==> config.mk <==
export PLATFORM = sky130hd
export DESIGN_NAME = serializer_sched
export DESIGN_NICKNAME = d
export VERILOG_FILES = /design/src/rtl/serializer_pkg.sv /design/src/rtl/rr_arbiter.sv /design/src/rtl/serializer_sched.sv
export SDC_FILE = /design/constraint.sdc
export NUM_CORES = 1
export LEC_CHECK = 0
export CAP_MARGIN = 30
export CORE_AREA = 2 2 80 82
export DETAILED_ROUTE_END_ITERATION = 6
export DIE_AREA = 0 0 82 84
export GPL_ROUTABILITY_DRIVEN = 0
export GPL_TIMING_DRIVEN = 0
export PLACE_DENSITY = 0.95
export SLEW_MARGIN = 20
export SYNTH_ARGS = -nofsm -noshare
export SYNTH_HDL_FRONTEND = slang
export SYNTH_SLANG_ARGS = --single-unit
==> constraint.sdc <==
create_clock -name clk_i -period 7 [get_ports clk_i]
set_input_delay 0.7 -clock clk_i [delete_from_list [all_inputs] [get_ports clk_i]]
set_output_delay 0.7 -clock clk_i [all_outputs]
set_load 0.02 [all_outputs]
==> src/rtl/serializer_pkg.sv <==
// Shared types and constants for the serializer front-end scheduler.
package serializer_pkg;

  typedef enum logic [1:0] {
    IDLE,
    LAUNCH,
    WAIT_START,
    WAIT_DONE
  } sched_state_t;

  // Length codes the serializer cannot handle; such requests are dropped.
  localparam int unsigned MOD_INV_LO = 1;
  localparam int unsigned MOD_INV_HI = 2;

  localparam int unsigned DEF_NUM_REQ        = 4;
  localparam int unsigned DEF_DATA_BUS_WIDTH = 16;
  localparam int unsigned DEF_DATA_MOD_WIDTH = 4;
  localparam int unsigned DEF_START_TIMEOUT  = 4;

  function automatic logic mod_is_invalid(input int unsigned mod);
    return (mod >= MOD_INV_LO) && (mod <= MOD_INV_HI);
  endfunction

endpackage

==> src/rtl/rr_arbiter.sv <==
// Combinational round-robin arbiter: the search starts one past ptr_i and wraps.
module rr_arbiter #(
  parameter int unsigned NUM_REQ = 4,
  localparam int unsigned IDX_W  = $clog2(NUM_REQ)
) (
  input  logic [NUM_REQ-1:0] req_i,
  input  logic [IDX_W-1:0]   ptr_i,
  output logic [NUM_REQ-1:0] gnt_o,
  output logic [IDX_W-1:0]   idx_o
);

  logic [IDX_W-1:0] cand;

  // Walk from lowest priority (ptr itself) to highest (ptr+1); the last hit wins.
  always_comb begin
    // NOTE: every output gets a default before the loop so no path leaves it unassigned (no latch).
    gnt_o = '0;
    idx_o = '0;
    cand  = '0;
    for (int i = NUM_REQ; i >= 1; i--) begin
      cand = IDX_W'((int'(ptr_i) + i) % NUM_REQ);
      if (req_i[cand]) begin
        gnt_o       = '0;
        gnt_o[cand] = 1'b1;
        idx_o       = cand;
      end
    end
  end

endmodule

==> src/rtl/serializer_sched.sv <==
// Round-robin scheduler feeding serializer_impl one word at a time and holding
// the launched word stable until the serializer reports completion.
module serializer_sched
  import serializer_pkg::*;
#(
  parameter int unsigned NUM_REQ        = DEF_NUM_REQ,
  parameter int unsigned DATA_BUS_WIDTH = DEF_DATA_BUS_WIDTH,
  parameter int unsigned DATA_MOD_WIDTH = DEF_DATA_MOD_WIDTH,
  parameter int unsigned START_TIMEOUT  = DEF_START_TIMEOUT,
  localparam int unsigned IDX_W         = $clog2(NUM_REQ)
) (
  input  logic                              clk_i,
  input  logic                              arst_ni,
  input  logic [NUM_REQ*DATA_BUS_WIDTH-1:0] req_data_i,
  input  logic [NUM_REQ*DATA_MOD_WIDTH-1:0] req_mod_i,
  input  logic [NUM_REQ-1:0]                req_val_i,
  output logic [NUM_REQ-1:0]                req_ready_o,
  output logic [DATA_BUS_WIDTH-1:0]         ser_data_o,
  output logic [DATA_MOD_WIDTH-1:0]         ser_mod_o,
  output logic                              ser_val_o,
  input  logic                              ser_busy_i,
  output logic [IDX_W-1:0]                  grant_id_o,
  output logic                              active_o,
  output logic                              drop_o,
  output logic                              timeout_o
);

  localparam int unsigned CNT_W = (START_TIMEOUT > 2) ? $clog2(START_TIMEOUT) : 1;

  sched_state_t              state_q;
  logic [IDX_W-1:0]          last_grant_q;
  logic [IDX_W-1:0]          id_q;
  logic [DATA_BUS_WIDTH-1:0] data_q;
  logic [DATA_MOD_WIDTH-1:0] mod_q;
  logic [CNT_W-1:0]          cnt_q;
  logic                      active_q;
  logic                      ser_val_q;
  logic                      drop_q;
  logic                      timeout_q;

  logic [NUM_REQ-1:0]        gnt;
  logic [IDX_W-1:0]          gnt_idx;
  logic [DATA_BUS_WIDTH-1:0] sel_data;
  logic [DATA_MOD_WIDTH-1:0] sel_mod;
  logic                      accept;

  rr_arbiter #(.NUM_REQ(NUM_REQ)) u_arb (
    .req_i (req_val_i),
    .ptr_i (last_grant_q),
    .gnt_o (gnt),
    .idx_o (gnt_idx)
  );

  always_comb begin
    sel_data = '0;
    sel_mod  = '0;
    for (int i = 0; i < NUM_REQ; i++) begin
      if (gnt_idx == IDX_W'(i)) begin
        sel_data = req_data_i[i*DATA_BUS_WIDTH +: DATA_BUS_WIDTH];
        sel_mod  = req_mod_i[i*DATA_MOD_WIDTH +: DATA_MOD_WIDTH];
      end
    end
  end

  assign accept      = (state_q == IDLE) && (|gnt);
  assign req_ready_o = (state_q == IDLE) ? gnt : '0;

  always_ff @(posedge clk_i or negedge arst_ni) begin
    if (!arst_ni) begin
      state_q      <= IDLE;
      last_grant_q <= IDX_W'(NUM_REQ - 1);
      // NOTE: the holding registers are reset as well so nothing undefined can reach the serializer.
      id_q         <= '0;
      data_q       <= '0;
      mod_q        <= '0;
      cnt_q        <= '0;
      active_q     <= 1'b0;
      ser_val_q    <= 1'b0;
      drop_q       <= 1'b0;
      timeout_q    <= 1'b0;
    end else begin
      // NOTE: non-blocking assignments throughout, so every branch sees the pre-edge values.
      ser_val_q <= 1'b0;
      drop_q    <= 1'b0;
      timeout_q <= 1'b0;
      case (state_q)
        IDLE: begin
          if (accept) begin
            data_q       <= sel_data;
            mod_q        <= sel_mod;
            id_q         <= gnt_idx;
            last_grant_q <= gnt_idx;
            if (mod_is_invalid(32'(sel_mod))) begin
              drop_q <= 1'b1;
            end else begin
              state_q   <= LAUNCH;
              ser_val_q <= 1'b1;
              active_q  <= 1'b1;
            end
          end
        end
        LAUNCH: begin
          state_q <= WAIT_START;
          cnt_q   <= '0;
        end
        WAIT_START: begin
          if (ser_busy_i) begin
            state_q <= WAIT_DONE;
          end else if (cnt_q == CNT_W'(START_TIMEOUT - 2)) begin
            // This cycle's increment would reach START_TIMEOUT-1: abort.
            state_q   <= IDLE;
            active_q  <= 1'b0;
            timeout_q <= 1'b1;
          end else begin
            cnt_q <= cnt_q + CNT_W'(1);
          end
        end
        WAIT_DONE: begin
          if (!ser_busy_i) begin
            state_q  <= IDLE;
            active_q <= 1'b0;
          end
        end
        default: begin
          state_q  <= IDLE;
          active_q <= 1'b0;
        end
      endcase
    end
  end

  assign ser_data_o = active_q ? data_q : '0;
  assign ser_mod_o  = active_q ? mod_q  : '0;
  assign grant_id_o = active_q ? id_q   : '0;
  assign active_o   = active_q;
  assign ser_val_o  = ser_val_q;
  assign drop_o     = drop_q;
  assign timeout_o  = timeout_q;

endmodule

======== After elaboration in Yosys (flattened, before gate mapping) ========
Cells that the tools add are included.
storage, ports and cells
  output and inout bits ................... 30
  word-level logic and storage cells ...... 114
  register bits after elaboration ......... 32
  input port bits ......................... 87
cells by class
  reductions and logical operators ........ 15
  equal/unequal tests ..................... 14
  add/sub/neg operators ................... 5
  $lt $le $gt $ge ......................... 10
  mux-type cells .......................... 60
operators with widths
  kind                                                               number
  2-to-1 mux 16 bit                                                  5
  2-to-1 mux 4 bit                                                   10
  2-to-1 mux 2 bit                                                   12
  2-to-1 mux 1 bit                                                   22
  < comparator 2 x 3 -> 1 bit, second input constant                 4
  != test 2 bit, second input constant                               6
  equality test 2 bit, second input constant                         5
  binary-select mux 1 bit (select 2 bit)                             4
  demux 1 bit (select 2 bit)                                         4
  greater-or-equal comparator 2 x 1 -> 1 bit, second input constant  4
  one-hot mux 2 bit (4 select lines)                                 1
  adder 2 x 1 -> 2 bit, second input constant                        3
  logical AND 1 bit                                                  6
  AND reduction 6 bit                                                1
  adder 2 bit, second input constant                                 2
  equality test 2 x 1 -> 1 bit, second input constant                2
  greater-or-equal comparator 4 x 1 -> 1 bit, second input constant  1
  <= comparator 4 x 2 -> 1 bit, second input constant                1
  zero test 2 bit                                                    2
  one-hot mux 2 bit (2 select lines)                                 1
  AND reduction 4 bit                                                1
  OR reduction 4 bit                                                 1
  != test 3 bit, second input constant                               1
  one-hot mux 1 bit (3 select lines)                                 1
  other kinds (4)                                                    4

======== Depth between registers and ports, before layout ========
Gate-level depths: netlist (run 1).
  word-level depth ........................ 17
  depth in mapped cells ................... 14
  depth with buffers taken out ............ 10

======== Modules after synthesis ========
From an unflattened synthesis (run 1), not the netlist that was laid out.
second synthesis, totals
  cells, all modules ...................... 227
  area total of the unflattened synthesis .. 2595.0 µm²
by module, submodules not included
  module            seq. area each (µm²)  area each (µm²)  cells an instance  times used
  serializer_sched  803.3                 2072.0           165                1
  rr_arbiter        0.0                   523.0            62                 1

======== Least setup slack after synthesis (run 1) ========
No wires, ideal clock.
  kind .................................... flip-flop to flip-flop
  from .................................... reg last_grant_q[1]
  to ...................................... reg state_q[1]
  cell stages (with the launch flop) ...... 13
  data required time ...................... 6870 ps
  library setup time ...................... 130 ps
  arrival time ............................ 3078 ps
  path buffers ............................ 2
  slack ................................... 3792 ps
  period minus slack after synthesis ...... 3208 ps
  cells stage by stage .................... dfstp_2 > buf_6 > inv_1 > ha_1 > buf_4 > mux2i_1 > mux2_2 > a2111oi_4 > o31ai_1 > or4_4 > a21boi_4 > mux2i_1 > a22oi_1
between the ends
  longest elaborated chain between the ends .. 16
  elaborated cells on any way between the ends .. 56
  those cells by class .................... 4 x add/sub; 10 x order compare; 5 x eq/ne; 28 x mux; 9 x reduce/logical
ends and longest elaborated chain
  item                                                                                        line                     text
  from (decl)                                                                                 serializer_sched.sv:31   logic [IDX_W-1:0] last_grant_q;
  from (signal assigned)                                                                      serializer_sched.sv:71   last_grant_q <= IDX_W'(NUM_REQ - 1);
  from (signal assigned)                                                                      serializer_sched.sv:92   last_grant_q <= gnt_idx;
  adder 2 x 1 -> 2 bit                                                                        rr_arbiter.sv:21         cand = IDX_W'((int'(ptr_i) + i) % NUM_REQ);
  binary-select mux 1 bit (select 2 bit)                                                      rr_arbiter.sv:22         if (req_i[cand]) begin
  2-to-1 mux 1 bit (implied by the code)                                                      rr_arbiter.sv:22
  2-to-1 mux 2 bit (4 in series)                                                              rr_arbiter.sv:22
  zero test 2 bit                                                                             serializer_sched.sv:58   if (gnt_idx == IDX_W'(i)) begin
  2-to-1 mux 4 bit (4 in series)                                                              serializer_sched.sv:58
  greater-or-equal comparator 4 x 1 -> 1 bit or <= comparator 4 x 2 -> 1 bit (tied branches)  serializer_pkg.sv:21     return (mod >= MOD_INV_LO) && (mod <= MOD_INV_HI);
  logical AND 1 bit                                                                           serializer_pkg.sv:21
  != test 2 bit (no line)                                                                     n/a
  AND reduction 4 bit (no line) *                                                             n/a
  to (signal assigned)                                                                        serializer_sched.sv:70   state_q <= IDLE;
  to (signal assigned)                                                                        serializer_sched.sv:96   state_q <= LAUNCH;
  to (signal assigned)                                                                        serializer_sched.sv:103  state_q <= WAIT_START;
  to (decl)                                                                                   serializer_sched.sv:30   sched_state_t state_q;
Every way passes the cells marked *; elsewhere a longest branch is shown, timed or not. The select of a mux whose other input is x is not followed.
A chain may end at the register's enable or synchronous reset.

======== Worst setup path after layout (run 1) ========
  from .................................... reg last_grant_q[1]
  to ...................................... out req_ready_o[2]
between the ends
  longest elaborated chain between the ends .. 10
  elaborated cells on any way between the ends .. 37
  those cells by class .................... 4 x add/sub; 8 x order compare; 21 x mux; 4 x reduce/logical
ends and longest elaborated chain
  item                                                                                                             line                    text
  adder 2 x 1 -> 2 bit                                                                                             rr_arbiter.sv:21
  < comparator 2 x 3 -> 1 bit (implied by the code) or greater-or-equal comparator 2 x 1 -> 1 bit (tied branches)  rr_arbiter.sv:24        gnt_o[cand] = 1'b1;
  logical AND 1 bit (implied by the code)                                                                          rr_arbiter.sv:24
  2-to-1 mux 1 bit (implied by the code)                                                                           rr_arbiter.sv:24
  demux 1 bit (select 2 bit)                                                                                       n/a
  2-to-1 mux 4 bit (3 in series)                                                                                   rr_arbiter.sv:22
  2-to-1 mux 4 bit *                                                                                               rr_arbiter.sv:22
  2-to-1 mux 4 bit *                                                                                               serializer_sched.sv:66  assign req_ready_o = (state_q == IDLE) ? gnt : '0;
  to (decl)                                                                                                        serializer_sched.sv:17  output logic [NUM_REQ-1:0] req_ready_o,
Marks and branches as above.

==> metrics.md, run 1 <==
| Metric | Value |
|---|---|
| Post-CTS Resized | `0` |
| Worst-Margin Slew | `0.693 ns` |
| Wire per inst | `15.2 um` |
| First-pass GRT wire length | `13,000 um` |
| Netlist cell types | `43` |
| Startpoint Class | `flip-flop` |
| Initial antenna violation count | `0` |
| Initial core utilization | `0.451` |
| Total number of vias | `2,869` |
| Die ar. | `6890 um^2` |
| Critical path fanouts, max | `8` |
| Setup Crit Path Kind | `flip-flop to output pin` |
| Number of global-route vias before repair | `2,944` |
| Max-slew violations | `0` |
| Pwr/cell area | `485 nW/um^2` |
| Tmin final | `4.32 ns` |
| Mapped Area | `2750 um^2` |
| Worst-Skew Late Latency | `0.28 ns` |
| Ranking of synthesized cells by area | `dfrtp_1 27%, mux2i_1 10%, mux2_2 9.0%` |
| Clock transition at path regs | `0.07 ns` |
| Int Pwr | `1050 uW` |
| Post-synth top flop | `dfrtp_1` |
| WL final | `7950 um` |
| Layout area overhead | `48.8%` |
| Combinational Power Share | `0.753` |
| GR met2 Demand/Resource | `0.435` |
| Crit. End Element | `output pin` |
| Synth top area share | `0.273` |
| Routing usage on met1 | `0.274` |
| Final core occ | `0.672` |
| CTS tree | `yes` |
| NetSw | `936 uW` |
| Global route total overflow | `0` |
| Crit-path leading delay family | `buffers and inverters` |
| Largest net degree at the start of global routing | `33` |
| Worst Path Required | `6.30 ns` |
| Final #Nets | `543` |
| Slowest stage delay, CP | `0.60 ns` |
| Post-synthesis sequential area ratio | `0.292` |
| Highest-count cells in the layout ignoring fill and taps | `115 x clkdlybuf4s50_1, 54 x nand2_1, 46 x o21ai_0, 30 x dfrtp_1, 28 x mux2i_1` |
| Die Width | `82 um` |
| Syn Nets | `420` |
| Final-report hold violation count | `0` |
| Total leakage power | `0.00174 uW` |
| Most common cell after layout, fill and taps aside | `clkdlybuf4s50_1` |
| Gate Count Post-Synth | `322` |
| Clock skew | `0.00699 ns` |
| FMAX | `231 MHz` |
| Synthesis-stage register bit count | `32` |
| Final HPWL DP | `6400 um` |
| Sw frac | `0.471` |
| All-Layer GR Usage | `0.240` |
| Antenna Nets Post-Route | `0` |
| IO Port Bufs | `116` |
| Mapped Avg Cell Area | `8.54 um^2` |
| CTS buffer count | `5` |
| Max transition margin | `0.538` |
| Setup bufs post-CTS | `0` |
| Status | `completed` |
| Die Y | `84 um` |
| Final TNS setup | `0 ns` |
| Filler Cell Count | `466` |
| Synth area leader | `dfrtp_1` |
| Ant. Diodes | `0` |
| Cell row count | `29` |
| Final worst path period share | `0.618` |
| DRC | `0` |
| Synth Warn # | `0` |
| Clk sinks | `32` |
| Pre-antenna DRT Iters | `4` |
| Vias per std cell | `5.49` |
| Clock power share | `0.073` |
| Async S/R FF share, synth | `1.00` |
| H-tree depth | `2` |
| Met3 Use GR | `0.0509` |
| CP bufs+invs | `4` |
| MaxCap Viol Count | `0` |
| Most Crowded Layer GR | `met2` |
| WP data arrival | `3.62 ns` |
| CP Cell Sequence | `buf_6 -> inv_1 -> ha_1 -> buf_4 -> mux2i_1 -> mux2_2 -> a211oi_1 -> o31ai_1 -> and2_1 -> clkdlybuf4s50_1` |
| Hold WC Path Type | `input port to asynchronous set/reset pin` |
| Post-synth EDFFs | `0` |
| Ports | `117` |
| Unrepaired setup endpoints after global routing | `no` |
| Slowest CP cell | `clkdlybuf4s50_1` |
| Initial drt markers | `188` |
| Root Buffer | `clkbuf_8` |
| Max VDD drop | `0.281 mV` |
| CTS Hold Bufs | `0` |
| Core box area | `6100 um^2` |
| Sequential power share | `0.174` |
| Share of cells above drive strength 1 | `0.105` |
| Final setup fails | `0` |
| Clk buf depth | `2` |
==> power by group through the flow <==
stage	registers, uW	clock network, uW	logic (uW)
finish	347	144	1500
global route	359	154	1640
global placement	340	0	1420
CTS	345	146	1490
detailed placement	349	0	1480
floorplan	338	0	1040
==> cell usage after synthesis (5+ instances only) <==
cell	count
o21ai_0	46
mux2_2	22
nor3_1	5
buf_4	5
mux2i_1	28
nand2_1	54
ha_1	11
o22ai_1	8
a21o_1	5
nand2b_1	7
and2_1	26
dfrtp_1	30
clkbuf_1	10
o31ai_1	5
nor2_1	11
inv_1	7
==> cell families (layout without fill, tap and decap cells) <==
| group | after synthesis | count (layout) | share of synthesized area |
|---|---|---|---|
| compound gates | 80 | 80 | 0.189 |
| xor+xnor | 4 | 4 | 0.0127 |
| fa+ha+maj | 11 | 11 | 0.0500 |
| buf+inv | 27 | 151 | 0.0478 |
| flops | 32 | 32 | 0.292 |
| mux | 51 | 51 | 0.200 |
| simple gates | 117 | 117 | 0.209 |
==> worst register-to-register path, delay by kind of cell, from the launching register on <==
family | cells | cell delay (ns)
multiplexers | 1 | 0.51
AND/OR/NAND/NOR | 3 | 0.87
AO/OA/AOI/OAI | 3 | 0.67
flip-flops | 1 | 0.57
adder cells (fa/ha/maj) | 1 | 0.29
buffers and inverters | 4 | 0.72
==> worst paths after layout <==
kind	from	end	slack [ns]	depth (start not counted)
max in group asynchronous	arst_ni	data_q[2]	6.09	1
setup reg to reg	last_grant_q[1]	data_q[13]	3.25	12
hold / removal	arst_ni	state_q[1]	0.46	1
setup / recovery	last_grant_q[1]	req_ready_o[2]	2.68	10
min in group clk_i	id_q[0]	id_q[0]	0.47	1
hold reg to reg	id_q[0]	id_q[0]	0.47	1
==> cell type report <==
cell class / count / area [um^2] / share of cell area
multi-input combinational: 263 / 1820 / 0.444
buffer: 19 / 101 / 0.0248
timing repair buffer: 116 / 1160 / 0.282
inverter: 8 / 30.0 / 0.00733
clock buffer: 8 / 90.1 / 0.0220
sequential: 32 / 803 / 0.196
tap: 77 / 96.3 / 0.0235
==> per-stage QoR <==
stage	total power, uW	instances	area (um^2)	hold WS (ns)	worst slack, ns
6_report	1990	523	4090	0.456	2.68
5_1_grt	2150	523	4090	0.492	2.47
4_1_cts	1980	523	4090	0.476	2.70
3_5_place_dp	1830	515	4000	0.462	3.02
3_3_place_gp	1760	515	4010	0.454	3.16
2_1_floorplan	1370	322	2750	0.404	3.79
==> registers in the layout, summed over array words and instances (netlist names) <==
| signal | count |
|---|---|
| active_o | 1 |
| cnt_q | 2 |
| data_q | 16 |
| drop_o | 1 |
| id_q | 2 |
| last_grant_q | 2 |
| mod_q | 4 |
| ser_val_o | 1 |
| state_q | 2 |
| timeout_o | 1 |
==> per-layer routing <==
layer  vias up  wire length, um
li1       1377                -
met1      1351             2970
met2       119             4260
met3        22              527
met5         -                0
met4         0              190
Note: power is estimated with default switching activity, not from simulation.
==> inputs of run 2 (changes only) <==
--- a/config.mk
+++ b/config.mk
@@ -6,12 +6,12 @@
 export NUM_CORES = 1
 export LEC_CHECK = 0
 export CAP_MARGIN = 30
-export CORE_AREA = 2 2 80 82
+export CORE_AREA = 2 2 83 85
 export DETAILED_ROUTE_END_ITERATION = 6
-export DIE_AREA = 0 0 82 84
+export DIE_AREA = 0 0 85 87
 export GPL_ROUTABILITY_DRIVEN = 0
 export GPL_TIMING_DRIVEN = 0
-export PLACE_DENSITY = 0.95
+export PLACE_DENSITY = 0.91
 export SLEW_MARGIN = 20
 export SYNTH_ARGS = -nofsm -noshare
 export SYNTH_HDL_FRONTEND = slang
==> constraint.sdc (replaced) <==
create_clock -name clk_i -period 4.35 [get_ports clk_i]
set_input_delay 0.435 -clock clk_i [delete_from_list [all_inputs] [get_ports clk_i]]
set_output_delay 0.435 -clock clk_i [all_outputs]
set_load 0.02 [all_outputs]
==> run 2 against run 1 <==
  * Register-to-register slack worse by 2.6 ns
  * Total power up 61%
  * Worst setup slack worse by 2.3 ns
  * Clock power rose by 94%
  * Combinational power increased by 58%
==> metrics.md, run 2 (synthesized netlist as in run 1, its figures left out) <==
| Metric | Value |
|---|---|
| Core box area | `6570 um^2` |
| Status | `completed` |
| Max FFs per register | `16` |
| Vias per std cell | `5.34` |
| CTS Hold Bufs | `0` |
| Unrepaired setup endpoints after global routing | `no` |
| All-Layer GR Usage | `0.212` |
| Die Width | `85 um` |
| Wire per inst | `14.4 um` |
| Register Area | `803 um^2` |
| Layout area overhead | `49.6%` |
| Slowest CP cell | `clkdlybuf4s50_1` |
| CTS buffer count | `5` |
| Die Y | `87 um` |
| Final setup fails | `0` |
| Setup bufs post-CTS | `0` |
| Final #Nets | `543` |
| Pre-antenna DRT Iters | `4` |
| Final-report hold violation count | `0` |
| Crit. End Element | `output pin` |
| FMAX | `249 MHz` |
| Biggest register | `data_q` |
| Slowest stage delay, CP | `0.60 ns` |
| Clock transition at path regs | `0.07 ns` |
| Cell row count | `30` |
| Pwr/cell area | `778 nW/um^2` |
| Global route total overflow | `0` |
| H-tree depth | `2` |
| CP Cell Sequence | `buf_6 -> inv_1 -> ha_1 -> buf_4 -> mux2i_1 -> mux2_2 -> a211oi_1 -> o31ai_1 -> and2_1 -> clkdlybuf4s50_1` |
| Clk sinks | `32` |
| Antenna Nets Post-Route | `0` |
| Clock skew | `0.00978 ns` |
| Worst-Skew Late Latency | `0.29 ns` |
| Worst-Margin Slew | `0.699 ns` |
| Largest net degree at the start of global routing | `33` |
| WL final | `7570 um` |
| Root Buffer | `clkbuf_8` |
| CP bufs+invs | `4` |
| Final TNS setup | `0 ns` |
| WP data arrival | `3.58 ns` |
| Max transition margin | `0.534` |
| Tmin final | `4.01 ns` |
| Final worst path period share | `0.922` |
| Final HPWL DP | `6270 um` |
| Biggest regs | `data_q x16, mod_q x4` |
| Filler Cell Count | `509` |
| Hold Slack | `0.189 ns` |
| CTS tree | `yes` |
| Die ar. | `7400 um^2` |
| Critical path fanouts, max | `8` |
| Hold WC Path Type | `input port to asynchronous set/reset pin` |
| Initial core utilization | `0.419` |
| Total leakage power | `0.00175 uW` |
| Worst Path Required | `3.91 ns` |
| MaxCap Viol Count | `0` |
| R2r setup slk | `0.66 ns` |
| Clk buf depth | `2` |
| Initial antenna violation count | `0` |
| Total number of vias | `2,810` |
| Max-slew violations | `0` |
| Startpoint Class | `flip-flop` |
| Initial drt markers | `131` |
| Max VDD drop | `0.443 mV` |
| Ant. Diodes | `0` |
| Ports | `117` |
| Share of cells above drive strength 1 | `0.108` |
| Most common cell after layout, fill and taps aside | `clkdlybuf4s50_1` |
| Post-CTS Resized | `0` |
| Crit-path leading delay family | `buffers and inverters` |
| IO Port Bufs | `116` |
| Highest-count cells in the layout ignoring fill and taps | `115 x clkdlybuf4s50_1, 54 x nand2_1, 46 x o21ai_0, 30 x dfrtp_1, 28 x mux2i_1` |
| Number of global-route vias before repair | `2,886` |
| Multi-input gate area | `1820 um^2` |
| DRC | `0` |
| Setup Crit Path Kind | `flip-flop to output pin` |
| First-pass GRT wire length | `12,800 um` |
run 2: worst paths after layout:
path / start / end / cells past startpoint
worst max-delay path: last_grant_q[1] / req_ready_o[2] / 10
worst min-delay path: arst_ni / cnt_q[1] / 1
worst max register to register: last_grant_q[1] / data_q[13] / 12
worst min register to register: data_q[5] / data_q[5] / 2
max in group asynchronous: arst_ni / data_q[1] / 1
min in group clk_i: data_q[5] / data_q[5] / 2
run 2: cell type report:
cell class	count	area share
buffer	19	0.0246
clock buffer	6	0.0176
clock inverter	2	0.00851
inverter	8	0.00730
multi-input combinational	263	0.441
sequential	32	0.195
tap	80	0.0243
timing repair buffer	116	0.281
run 2: worst reg2reg max path: stages, from the launching register on:
cell and delay [ns]:
dfstp_2 0.57, buf_6 0.14, inv_1 0.10, ha_1 0.29, buf_4 0.14, mux2i_1 0.50
nor3b_1 0.16, a2111oi_4 0.34, o31ai_1 0.14, or4_4 0.58, nand2_1 0.12, clkbuf_1 0.31
o21ai_0 0.16
run 2: power by group:
group / total (uW) / switching, uW / leakage [uW] / internal [uW]
sequential: 556 / 94.5 / 0.000393 / 462
clock: 279 / 109 / 0.0000552 / 170
combinational: 2370 / 1270 / 0.00131 / 1100
total: 3200 / 1470 / 0.00175 / 1730
run 2: metal layers:
layer / part of all wire / wire [um] / track usage / vias to the layer above
met1: 0.39 / 2950 / 0.233 / 1287
met4: 0.018 / 138 / 0.0736 / 0
met2: 0.53 / 4040 / 0.403 / 124
met5: 0 / 0 / 0 / -
met3: 0.058 / 440 / 0.0417 / 18
li1: - / - / - / 1381
run 2: metrics by stage:
step | cell area, um^2 | std cells | total power (uW) | utilization | setup slack, ns
floorplan | 2750 | 322 | 2210 | - | 1.14
global placement | 4010 | 518 | 2830 | 0.611 | 0.788
detailed placement | 4010 | 518 | 2930 | 0.610 | 0.637
CTS | 4120 | 526 | 3210 | 0.626 | 0.333
global route | 4120 | 526 | 3500 | 0.626 | 0.134
finish | 4120 | 526 | 3200 | 0.626 | 0.338
